### config.mk
export PLATFORM = sky130hd
export DESIGN_NAME = binary_gcd
export DESIGN_NICKNAME = d
export VERILOG_FILES = /design/src/rtl/gcd_pkg.sv /design/src/rtl/gcd_step.sv /design/src/rtl/binary_gcd.sv
export SDC_FILE = /design/constraint.sdc
export NUM_CORES = 1
export LEC_CHECK = 0
export CAP_MARGIN = 20
export CORE_ASPECT_RATIO = 1.75
export CORE_MARGIN = 5
export CORE_UTILIZATION = 51
export CTS_CLUSTER_DIAMETER = 80
export CTS_CLUSTER_SIZE = 10
export DETAILED_ROUTE_END_ITERATION = 8
export PLACE_DENSITY = 0.8
export SYNTH_ARGS = -nofsm -noshare
export SYNTH_HDL_FRONTEND = slang
export SYNTH_SLANG_ARGS = --single-unit
### constraint.sdc
create_clock -name clk -period 9.25 [get_ports clk]
set_clock_uncertainty 0.1 [all_clocks]
set_input_delay 0.925 -clock clk [delete_from_list [all_inputs] [get_ports clk]]
set_output_delay 0.925 -clock clk [all_outputs]
set_load 0.01 [all_outputs]
### src/rtl/gcd_pkg.sv
// Shared types and sizing helpers for the binary GCD engine.
package gcd_pkg;

    typedef enum logic {
        IDLE   = 1'b0,
        REDUCE = 1'b1
    } gcd_state_t;

    // k counts common factors of two; it can reach WIDTH-1.
    function automatic int k_width(input int width);
        return $clog2(width) + 1;
    endfunction

endpackage

### src/rtl/gcd_step.sv
// One Stein reduction step: applies the first matching rule to (u, v, k).
module gcd_step #(
    parameter int WIDTH = 8,
    parameter int KW    = 4
) (
    input  logic [WIDTH-1:0] u_i,
    input  logic [WIDTH-1:0] v_i,
    input  logic [KW-1:0]    k_i,
    output logic [WIDTH-1:0] u_o,
    output logic [WIDTH-1:0] v_o,
    output logic [KW-1:0]    k_o,
    output logic             term_o,
    output logic [WIDTH-1:0] r_o
);

    always_comb begin
        u_o    = u_i;
        v_o    = v_i;
        k_o    = k_i;
        term_o = 1'b0;
        r_o    = (u_i == '0) ? v_i : u_i;

        if (u_i == v_i || u_i == '0 || v_i == '0) begin
            term_o = 1'b1;
        end else if (!u_i[0] && !v_i[0]) begin
            u_o = u_i >> 1;
            v_o = v_i >> 1;
            k_o = k_i + KW'(1);
        end else if (!u_i[0]) begin
            u_o = u_i >> 1;
        end else if (!v_i[0]) begin
            v_o = v_i >> 1;
        end else if (u_i >= v_i) begin
            // odd - odd is even, so the halving never drops a set bit
            u_o = (u_i - v_i) >> 1;
        end else begin
            v_o = (v_i - u_i) >> 1;
        end
    end

endmodule

### src/rtl/binary_gcd.sv
// Handshaked iterative binary GCD: one reduction step per clock, done pulse on completion.
module binary_gcd
    import gcd_pkg::*;
#(
    parameter int WIDTH = 8
) (
    input  logic             clk,
    input  logic             rst,
    input  logic             start,
    input  logic [WIDTH-1:0] a,
    input  logic [WIDTH-1:0] b,
    output logic             busy,
    output logic             done,
    output logic [WIDTH-1:0] ans
);

    localparam int KW = k_width(WIDTH);

    gcd_state_t       state_q, state_d;
    logic [WIDTH-1:0] u_q, u_d, v_q, v_d;
    logic [KW-1:0]    k_q, k_d;
    logic [WIDTH-1:0] ans_q, ans_d;
    logic             done_q, done_d;

    logic [WIDTH-1:0] u_nx, v_nx, r_nx;
    logic [KW-1:0]    k_nx;
    logic             term;

    gcd_step #(.WIDTH(WIDTH), .KW(KW)) u_step (
        .u_i    (u_q),
        .v_i    (v_q),
        .k_i    (k_q),
        .u_o    (u_nx),
        .v_o    (v_nx),
        .k_o    (k_nx),
        .term_o (term),
        .r_o    (r_nx)
    );

    always_ff @(posedge clk) begin
        if (rst) begin
            state_q <= IDLE;
            u_q     <= '0;
            v_q     <= '0;
            k_q     <= '0;
            ans_q   <= '0;
            done_q  <= 1'b0;
        end else begin
            state_q <= state_d;
            u_q     <= u_d;
            v_q     <= v_d;
            k_q     <= k_d;
            ans_q   <= ans_d;
            done_q  <= done_d;
        end
    end

    always_comb begin
        state_d = state_q;
        u_d     = u_q;
        v_d     = v_q;
        k_d     = k_q;
        ans_d   = ans_q;
        done_d  = 1'b0;
        case (state_q)
            IDLE: begin
                if (start) begin
                    u_d     = a;
                    v_d     = b;
                    k_d     = '0;
                    state_d = REDUCE;
                end
            end
            REDUCE: begin
                if (term) begin
                    // restoring the common factor of two always fits in WIDTH
                    ans_d   = r_nx << k_q;
                    done_d  = 1'b1;
                    state_d = IDLE;
                end else begin
                    u_d = u_nx;
                    v_d = v_nx;
                    k_d = k_nx;
                end
            end
            default: state_d = IDLE;
        endcase
    end

    always_comb begin
        busy = (state_q == REDUCE);
        done = done_q;
        ans  = ans_q;
    end

endmodule

After elaboration in Yosys (flattened, before gate mapping)

Cells that the tools add are included.

Memories kept: 0
Flip-flop bits (word level): 30
Bits in latches: 0
Bits of input ports: 19
Output and inout bits: 10
Word-level logic and storage cells: 64
RAM bits: 0
Memory bits (read-only): 0

$lt $le $gt $ge: 1
Mux-type cells: 27
Add/subtract/negate cells: 3
Shifts and indexed selects: 1
Reductions and logical operators: 14
Bitwise gates (word level): 1
Multiply operators: 0
Div/mod/pow operators: 0
Eq/ne operators: 9

Operator list:

| cell                                                                    | number |
|---|---|
| 8-bit two-way mux                                                       | 15 |
| 8-bit case mux with 2 select lines                                      | 2 |
| 8-bit logical NOT                                                       | 2 |
| 4-bit two-way mux                                                       | 4 |
| 8-bit subtractor                                                        | 2 |
| 5-bit AND reduction                                                     | 2 |
| 8-bit == test                                                           | 1 |
| 8-bit greater-or-equal comparator                                       | 1 |
| 4-bit by 2-bit inequality test with 1-bit output, second input constant | 2 |
| 4-bit case mux with 2 select lines                                      | 1 |
| 4-bit AND reduction                                                     | 2 |
| 8-bit by 4-bit << shifter with 8-bit output                             | 1 |
| 2-bit inequality test, second input constant                            | 3 |
| 4-bit by 1-bit adder with 4-bit output, second input constant           | 1 |
| 1-bit two-way mux                                                       | 4 |
| 4-bit by 3-bit inequality test with 1-bit output, second input constant | 1 |
| 3-bit by 1-bit inequality test with 1-bit output, second input constant | 1 |
| 3-bit AND reduction                                                     | 1 |
| 1-bit logical NOT                                                       | 2 |
| 1-bit logical OR                                                        | 2 |
| 2-bit by 1-bit inequality test with 1-bit output, second input constant | 1 |
| 1-bit case mux with 2 select lines                                      | 1 |
| 2-bit AND reduction                                                     | 1 |
| 2-bit OR reduction                                                      | 1 |
| other kinds (2)                                                         | 2 |

Logic depth before layout (Yosys ltp)

Gate-level depths: netlist of the first run.

Word-level depth: 8
Mapped depth: 12
Depth with buffers taken out: 10

Cells and area by module

A second synthesis of the first run with hierarchy kept.

Cell total of the unflattened synthesis: 339
Area, all modules: 2738.9 um2

By module, submodules not included:

| module     | sequential area each (um2) | area an instance (um2) | cells each | times used |
|---|---|---|---|---|
| binary_gcd | 600.6                      | 1426.4                 | 147        | 1 |
| gcd_step   | 0.0                        | 1312.5                 | 192        | 1 |

Worst setup path before layout of the first run

Ideal clock, no wire load.

Path type: reg-to-reg
From: register u_q[0]
To: register u_q[7]
Arrival time: 2.733 ns
Stages on the path, launching flop included: 13
Buffers on the path: 2
Path slack: 6.347 ns
Library setup time: 0.070 ns
Data required time: 9.080 ns
Period minus slack after synthesis: 2.903 ns
Cell sequence: dfxtp_1 -> buf_2 -> inv_1 -> ha_1 -> fa_1 -> nor2b_1 -> o21ai_1 -> a31oi_1 -> nor2_1 -> a311o_1 -> buf_2 -> or3b_1 -> a21oi_1

Longest elaborated chain between the ends: 6
Elaborated cells on any way between the ends: 18
Classes of those cells: order compare: 1; eq/ne: 5; mux: 6; reduce/logical: 6

Ends and longest elaborated chain:

| element                                                                   | line             | source |
|---|---|---|
| from (decl)                                                               | binary_gcd.sv:20 | `logic [WIDTH-1:0] u_q, u_d, v_q, v_d;` |
| from (signal assigned)                                                    | binary_gcd.sv:50 | `u_q <= u_d;` |
| branches (longest 6 deep; another with 8-bit greater-or-equal comparator) | --               |  |

Several ways; the timed one is not identified. The select of a mux whose other input is x is not followed.
A chain may end at the register's enable or synchronous reset.

Worst setup path after layout of the first run

From: register u_q[0]
To: register u_q[3]

Longest elaborated chain between the ends: 8
Elaborated cells on any way between the ends: 21
Classes of those cells: add/sub: 1; order compare: 1; eq/ne: 5; mux: 8; reduce/logical: 6

Ends and longest elaborated chain:

| element                            | line             | source |
|---|---|---|
| 8-bit subtractor                   | gcd_step.sv:35   | `u_o = (u_i - v_i) >> 1;` |
| 8-bit two-way mux                  | gcd_step.sv:33   | `end else if (u_i >= v_i) begin` |
| 8-bit two-way mux                  | gcd_step.sv:31   | `end else if (!v_i[0]) begin` |
| 8-bit two-way mux                  | gcd_step.sv:29   | `end else if (!u_i[0]) begin` |
| 8-bit two-way mux                  | gcd_step.sv:25   | `end else if (!u_i[0] && !v_i[0]) begin` |
| 8-bit two-way mux                  | gcd_step.sv:23   | `if (u_i == v_i \|\| u_i == '0 \|\| v_i == '0) begin` |
| 8-bit two-way mux                  | binary_gcd.sv:75 | `if (term) begin` |
| 8-bit case mux with 2 select lines | binary_gcd.sv:65 | `case (state_q)` |

Several ways; a longest one is shown, not always the timed one. The select of a mux whose other input is x is not followed.

==> results.rst, run 1 <==
.. list-table::
   :header-rows: 1

   * - Metric
     - Value
   * - H-tree level count
     - 2
   * - Starting density of the core
     - 52.9%
   * - Maximum clock insertion buffer count
     - 2
   * - Setup repair after global routing missed its margin
     - false
   * - CTS clock-pin slew for the worst setup and hold paths
     - 80 ps
   * - Area delta synth->final
     - 16.0%
   * - Via count of the first global-routing pass
     - 2482
   * - Final worst hold slack
     - 358 ps
   * - Type of the most critical hold path
     - reg -> reg
   * - Clock tree from TritonCTS
     - yes
   * - Count of warnings emitted by yosys
     - 0
   * - Max IR drop VDD
     - 0.135 mV
   * - Post-detailed-placement half-perimeter wirelength
     - 5.24 mm
   * - Max transition margin
     - 46.1%
   * - Remaining design rule violation count
     - 0
   * - Worst Setup Slack, final
     - 5880 ps
   * - Status
     - complete, no violations
   * - MaxCap Viol Count
     - 0
   * - Launching element type of the critical path
     - flop
   * - Syn Inst Count
     - 320
   * - Commonest non-fill, non-tap cell in the layout
     - sky130_fd_sc_hd__nor2_1
   * - Leakage power summed over all cells
     - 1.03 nW
   * - Slew Viols, Final
     - 0
   * - Number of clock sinks
     - 30
   * - Data arrival time of the worst path
     - 3490 ps
   * - Mapped Area
     - 2490 sq um
   * - Count of unique library cells instantiated by Yosys
     - 62
   * - Flip-flop and latch count after synthesis
     - 30
   * - Average cell area after synthesis
     - 7.78 sq um
   * - # port buffers
     - 28
   * - Remaining number of nets flagged by the antenna check after routing
     - 0
   * - Highest clock frequency the design can meet
     - 297 MHz
   * - Global-route usage over all layers
     - 22.2%
   * - Routed vias/inst
     - 6.29
   * - Final Wtd Congestion
     - 0.919
   * - Clk root buf
     - sky130_fd_sc_hd__clkbuf_8
   * - Final cell area excluding filler cells
     - 2890 sq um
   * - Post-synthesis net count
     - 359
   * - Total setup buffers inserted after CTS
     - 0
   * - Number of fill cells
     - 452
   * - Critical-path maximum fanout
     - 14
   * - Leading cell types in the layout, fill and taps excluded
     - sky130_fd_sc_hd__nor2_1, sky130_fd_sc_hd__dfxtp_1, sky130_fd_sc_hd__nand2_1, sky130_fd_sc_hd__clkdlybuf4s50_1, sky130_fd_sc_hd__a21oi_1
   * - Final count of hold timing violations
     - 0
   * - Inserted Clock Buffers
     - 5
   * - Setup Crit Path Kind
     - reg -> reg
   * - Width of the die
     - 62.8 microns
   * - Maximum number of pins on one net before global-route repair
     - 37
   * - Fraction of layout instances using a drive strength above 1
     - 6.76%
   * - Power per cell area
     - 241 nW/um^2
   * - Wire length of the first global-routing pass
     - 11.5 mm
   * - Seq/Total Area, Yosys
     - 24.1%
   * - Clk Latency, worst-skew pair
     - 290 ps
   * - Final worst path period need
     - 3370 ps
   * - Final setup viols
     - 0
   * - Remaining global-route overflow
     - 0
   * - Worst Setup Slack post-DPL
     - 5930 ps
   * - Total vias in the final route
     - 2467
   * - Initial antenna violation count
     - 0
   * - Number of iterations in the first detailed-routing pass
     - 4
   * - Required time of the worst setup path
     - 9370 ps
   * - DRC violation total after the first TritonRoute iteration
     - 94
   * - Total Neg Setup Slack
     - 0 ps
   * - EDFF count, synth
     - 0
   * - Std-Cell Rows
     - 33
   * - Final Net Count
     - 378
   * - Dpl cell area
     - 2780 sq um
   * - Most used DFF post-synth
     - sky130_fd_sc_hd__dfxtp_1
   * - Post-CTS Hold Fix Bufs
     - 0
   * - Period Utilization, post-route
     - 36.4%
   * - Asr flop ratio synth
     - 0%
   * - Per-cell routed wire length
     - 17.5 microns
   * - Total I/O pin count
     - 29
   * - Final wirelength
     - 6.88 mm
   * - Number of gates given a new drive strength after cts
     - 0
   * - Placeable Area
     - 4710 sq um
   * - Final antenna diode count
     - 0
   * - Crit. End Element
     - flop
   * - Die Span Y
     - 102 microns
   * - Tightest Pin Transition
     - 802 ps
   * - Overall die area
     - 6440 sq um
==> routing by layer <==
metal	wire length (microns)	vias to the layer above	track usage, %
met1	2600	1161	23.0
li1	-	1208	-
met5	0	-	0
met4	262	0	12.9
met3	276	19	2.20
met2	3740	79	42.7
==> metrics by stage <==
stage	power (mW)	std cells	util [%]
after floorplan	0.464	320	-
final	0.697	392	61.4
after CTS	0.693	392	61.4
after detailed placement	0.559	384	59.1
after global placement	0.552	384	59.1
after global routing	0.746	392	61.4
==> power by group <==
group	internal [mW]	total, mW	switching, mW	leakage [nW]
Sequential	0.148	0.184	0.0355	0.245
Clock	0.0793	0.134	0.0548	0.0579
Combinational	0.162	0.379	0.217	0.731
Total	0.390	0.697	0.307	1.03
==> flip-flops by register name (all words and copies together) (netlist names) <==
name	flops
ans	8
u_q	8
v_q	8
k_q	4
busy	1
done	1
==> Yosys cell counts (2+ instances only) <==
master                       n  area share, %
sky130_fd_sc_hd__ha_1       18            9.0
sky130_fd_sc_hd__a221oi_1    2           0.70
sky130_fd_sc_hd__a21o_1      2           0.60
sky130_fd_sc_hd__nand2b_1    7            1.8
sky130_fd_sc_hd__nand4_1     3           0.75
sky130_fd_sc_hd__o21ai_0    15            3.0
sky130_fd_sc_hd__nor2b_1     9            2.3
sky130_fd_sc_hd__mux2_2      2           0.90
sky130_fd_sc_hd__o41ai_1     3            1.1
sky130_fd_sc_hd__a41oi_1     4            1.4
sky130_fd_sc_hd__mux4_2      2            1.8
sky130_fd_sc_hd__o22ai_1     2           0.50
sky130_fd_sc_hd__nor4_1      2           0.50
sky130_fd_sc_hd__nand2_1    28            4.2
sky130_fd_sc_hd__a311oi_1    2           0.70
sky130_fd_sc_hd__dfxtp_1    30             24
sky130_fd_sc_hd__o21ai_1     3           0.60
sky130_fd_sc_hd__inv_1      18            2.7
sky130_fd_sc_hd__a31oi_1    10            2.5
sky130_fd_sc_hd__fa_1        2            1.6
sky130_fd_sc_hd__or3_1      12            3.0
sky130_fd_sc_hd__buf_2       6            1.2
sky130_fd_sc_hd__and2_1      2           0.50
sky130_fd_sc_hd__nand3b_1    4            1.2
sky130_fd_sc_hd__nor4b_1     2           0.70
sky130_fd_sc_hd__o311a_1     6            2.4
sky130_fd_sc_hd__or4_1       3           0.90
sky130_fd_sc_hd__a2111oi_0   2           0.70
sky130_fd_sc_hd__nand3_1     2           0.40
sky130_fd_sc_hd__a21oi_1    19            3.8
sky130_fd_sc_hd__o211ai_1    4            1.2
sky130_fd_sc_hd__a22oi_1     2           0.60
sky130_fd_sc_hd__clkbuf_1   12            1.8
sky130_fd_sc_hd__o21a_1      3           0.90
sky130_fd_sc_hd__nor3_1      8            1.6
sky130_fd_sc_hd__nor2_1     33            5.0
sky130_fd_sc_hd__xor2_1      5            1.8
sky130_fd_sc_hd__o31ai_1     3           0.90
sky130_fd_sc_hd__xnor2_1     5            1.8
==> logic make-up after synthesis <==
family                     count (synthesis)  synth area share (%)
xor gates and xnor gates                  10                  3.52
AOI/OAI and AO/OA                         93                  25.7
adders and majority gates                 20                  10.6
muxes                                      5                  3.11
DFF                                       30                  24.1
and+or+nand+nor                          125                  27.1
buffers and inverters                     37                  5.88
==> layout make-up <==
class / instances / area [sq um] / share of cell area (%)
Clock inverter: 3 / 40.0 / 1.39
Clock buffer: 5 / 68.8 / 2.38
Tap cell: 52 / 65.1 / 2.25
Multi-Input combinational cell: 253 / 1740 / 60.4
Inverter: 18 / 67.6 / 2.34
Timing Repair Buffer: 31 / 303 / 10.5
Sequential cell: 30 / 601 / 20.8
==> critical path, cell delays in order (launching register included) <==
cell	delay, ps
sky130_fd_sc_hd__dfxtp_1	620
sky130_fd_sc_hd__inv_1	180
sky130_fd_sc_hd__ha_1	270
sky130_fd_sc_hd__fa_1	410
sky130_fd_sc_hd__nor2b_1	120
sky130_fd_sc_hd__o21ai_1	80
sky130_fd_sc_hd__a31oi_1	260
sky130_fd_sc_hd__nor2_1	150
sky130_fd_sc_hd__a311o_1	530
sky130_fd_sc_hd__or3_1	430
sky130_fd_sc_hd__a21oi_1	140
==> final timing paths <==
kind / slack, ps / from / depth (start not counted) / end
setup / recovery: 5880 / u_q[0] / 10 / u_q[3]
hold reg to reg: 360 / ans[5] / 2 / ans[5]
setup reg to reg: 5880 / u_q[0] / 10 / u_q[3]
hold / removal: 360 / ans[5] / 2 / ans[5]
No activity file was read; power rests on OpenSTA's default activity.
==> run 2: changes to the inputs <==
Clock period 9.25 ns to 3.42 ns, I/O delays scaled along.
==> results.rst, run 2 (same netlist as run 1, synthesis figures left out) <==
.. list-table::
   :header-rows: 1

   * - Metric
     - Value
   * - Status
     - complete, no violations (unchanged)
   * - Clk root buf
     - sky130_fd_sc_hd__clkbuf_8 (unchanged)
   * - Launching element type of the critical path
     - flop (unchanged)
   * - Routed vias/inst
     - 6.40 (was 6.29)
   * - Area delta synth->final
     - 16.8% (was 16.0%)
   * - Die Span Y
     - 102 microns (unchanged)
   * - Per-cell routed wire length
     - 18.0 microns (was 17.5 microns)
   * - Final Net Count
     - 383 (was 378)
   * - Clk Latency, worst-skew pair
     - 290 ps (about the same)
   * - Leakage power summed over all cells
     - 1.05 nW (was 1.03 nW)
   * - Maximum number of pins on one net before global-route repair
     - 31 (was 37)
   * - Required time of the worst setup path
     - 3530 ps (was 9370 ps)
   * - Setup repair after global routing missed its margin
     - false (unchanged)
   * - Dpl cell area
     - 2820 sq um (was 2780 sq um)
   * - Crit. End Element
     - flop (unchanged)
   * - Placed Cells incl. Taps
     - 389 (was 384)
   * - Bufs and invs on worst path
     - 1 (unchanged)
   * - Met2 wire length
     - 3.78 mm (was 3.74 mm)
   * - Maximum clock insertion buffer count
     - 2 (unchanged)
   * - Clock tree from TritonCTS
     - yes (unchanged)
   * - Number of gates given a new drive strength after cts
     - 0 (unchanged)
   * - Final antenna diode count
     - 0 (unchanged)
   * - Final worst path period need
     - 3130 ps (was 3370 ps)
   * - Final worst hold slack
     - 354 ps (was 358 ps)
   * - Worst-path cell chain
     - inv_1 > ha_1 > nor2b_1 > o21ai_1 > a31oi_1 > o21ai_1 > a31oi_1 > or3_1 > a21oi_1 (was inv_1 > ha_1 > fa_1 > nor2b_1 > o21ai_1 > a31oi_1 > nor2_1 > a311o_1 > or3_1 > a21oi_1)
   * - Post-detailed-placement half-perimeter wirelength
     - 5.56 mm (was 5.24 mm)
   * - Critical-path maximum fanout
     - 9 (was 14)
   * - Sequential Area
     - 601 sq um (unchanged)
   * - Hold path start
     - ans[4] (was ans[5])
   * - Std-Cell Rows
     - 33 (unchanged)
   * - Max IR drop VDD
     - 0.425 mV (was 0.135 mV)
   * - Final count of hold timing violations
     - 0 (unchanged)
   * - Power per cell area
     - 641 nW/um^2 (was 241 nW/um^2)
   * - Fraction of layout instances using a drive strength above 1
     - 7.83% (was 6.76%)
   * - Via count of the first global-routing pass
     - 2465 (was 2482)
   * - Final Wtd Congestion
     - 0.938 (was 0.919)
   * - Reg-to-reg critical path startpoint
     - u_q[2] (was u_q[0])
   * - DRC violation total after the first TritonRoute iteration
     - 160 (was 94)
   * - Post-CTS Hold Fix Bufs
     - 0 (unchanged)
   * - Total I/O pin count
     - 29 (unchanged)
   * - Final setup viols
     - 0 (unchanged)
   * - Max transition margin
     - 57.0% (was 46.1%)
   * - Remaining number of nets flagged by the antenna check after routing
     - 0 (unchanged)
   * - Setup crit start
     - u_q[2] (was u_q[0])
   * - Number of fill cells
     - 446 (was 452)
   * - Met3 wire length
     - 349 microns (was 276 microns)
   * - Type of the most critical hold path
     - reg -> reg (unchanged)
   * - Final wirelength
     - 7.15 mm (was 6.88 mm)
   * - CTS clock-pin slew for the worst setup and hold paths
     - 70 ps (was 80 ps)
   * - Overall die area
     - 6440 sq um (unchanged)
   * - Number of iterations in the first detailed-routing pass
     - 4 (unchanged)
   * - Highest routed metal layer
     - met4 (unchanged)
   * - Delay-heaviest family, CP
     - compound AO/OA/AOI/OAI gates (unchanged)
   * - Total Neg Setup Slack
     - 0 ps (unchanged)
   * - Number of clock sinks
     - 30 (unchanged)
   * - Worst path max stage delay
     - 540 ps (was 620 ps)
   * - DRT met1 WL
     - 2.64 mm (was 2.60 mm)
   * - Slowest stage cell, crit path
     - sky130_fd_sc_hd__o21ai_1 (was sky130_fd_sc_hd__dfxtp_1)
   * - Total setup buffers inserted after CTS
     - 0 (unchanged)
   * - Final std cells w/o fill
     - 397 (was 392)
   * - H-tree level count
     - 2 (unchanged)
   * - Inserted Clock Buffers
     - 5 (unchanged)
   * - Data arrival time of the worst path
     - 3250 ps (was 3490 ps)
   * - Wire length of the first global-routing pass
     - 11.6 mm (was 11.5 mm)
   * - Starting density of the core
     - 52.9% (unchanged)
   * - Slew Viols, Final
     - 0 (unchanged)
   * - MaxCap Viol Count
     - 0 (unchanged)
   * - Initial antenna violation count
     - 0 (unchanged)
   * - Tot Pwr
     - 1.86 mW (was 697 uW)
   * - # port buffers
     - 28 (unchanged)
   * - Total vias in the final route
     - 2541 (was 2467)
   * - Setup Crit Path Kind
     - reg -> reg (unchanged)
   * - Tightest Pin Transition
     - 641 ps (was 802 ps)
   * - Placeable Area
     - 4710 sq um (unchanged)
   * - Remaining global-route overflow
     - 0 (unchanged)
   * - Global-route usage over all layers
     - 22.5% (was 22.2%)
   * - Width of the die
     - 62.8 microns (unchanged)
   * - Period Utilization, post-route
     - 91.5% (was 36.4%)
   * - Highest clock frequency the design can meet
     - 319 MHz (was 297 MHz)
   * - Remaining design rule violation count
     - 0 (unchanged)
   * - Leading cell types in the layout, fill and taps excluded
     - sky130_fd_sc_hd__nor2_1, sky130_fd_sc_hd__dfxtp_1, sky130_fd_sc_hd__nand2_1, sky130_fd_sc_hd__clkdlybuf4s50_1, sky130_fd_sc_hd__a21oi_1 (unchanged)
   * - Final cell area excluding filler cells
     - 2910 sq um (was 2890 sq um)
   * - Commonest non-fill, non-tap cell in the layout
     - sky130_fd_sc_hd__nor2_1 (unchanged)
   * - Multi-input gate area in the final layout
     - 1740 sq um (unchanged)
==> run 2: tightest hold or removal path: stages, from the launching register on <==
cell,delay [ps]
sky130_fd_sc_hd__dfxtp_1,310
sky130_fd_sc_hd__nand2_1,50
sky130_fd_sc_hd__a21oi_1,50
==> run 2: path summary, 6_finish.rpt <==
check / cells past startpoint / slack (ps) / end
max: 9 / 290 / v_q[1]
min: 2 / 350 / ans[4]
max reg2reg: 9 / 290 / v_q[1]
min reg2reg: 2 / 350 / ans[4]
==> run 2: area by class of cell <==
class	instances	area share, %
Clock buffer	7	2.97
Clock inverter	1	0.172
Inverter	18	2.32
Multi-Input combinational cell	253	60.0
Sequential cell	30	20.6
Tap cell	52	2.24
Timing Repair Buffer	36	11.7
==> run 2: report_power, final <==
part / internal, mW / total (mW) / switching, mW
registers: 0.401 / 0.482 / 0.0807
clock network: 0.162 / 0.303 / 0.140
logic: 0.454 / 1.08 / 0.625
total: 1.02 / 1.86 / 0.846
==> run 2: layer usage <==
layer	global-route usage, %	vias to the layer above
li1	-	1218
met1	22.6	1192
met2	43.9	105
met3	2.20	26
met4	13.4	0
met5	0	-
==> run 2: per-stage QoR <==
stage	setup WS (ps)	utilization, %
final	290	61.8
after global routing	133	61.8
after global placement	490	59.9
after CTS	374	61.8
after floorplan	517	-
after detailed placement	392	59.9
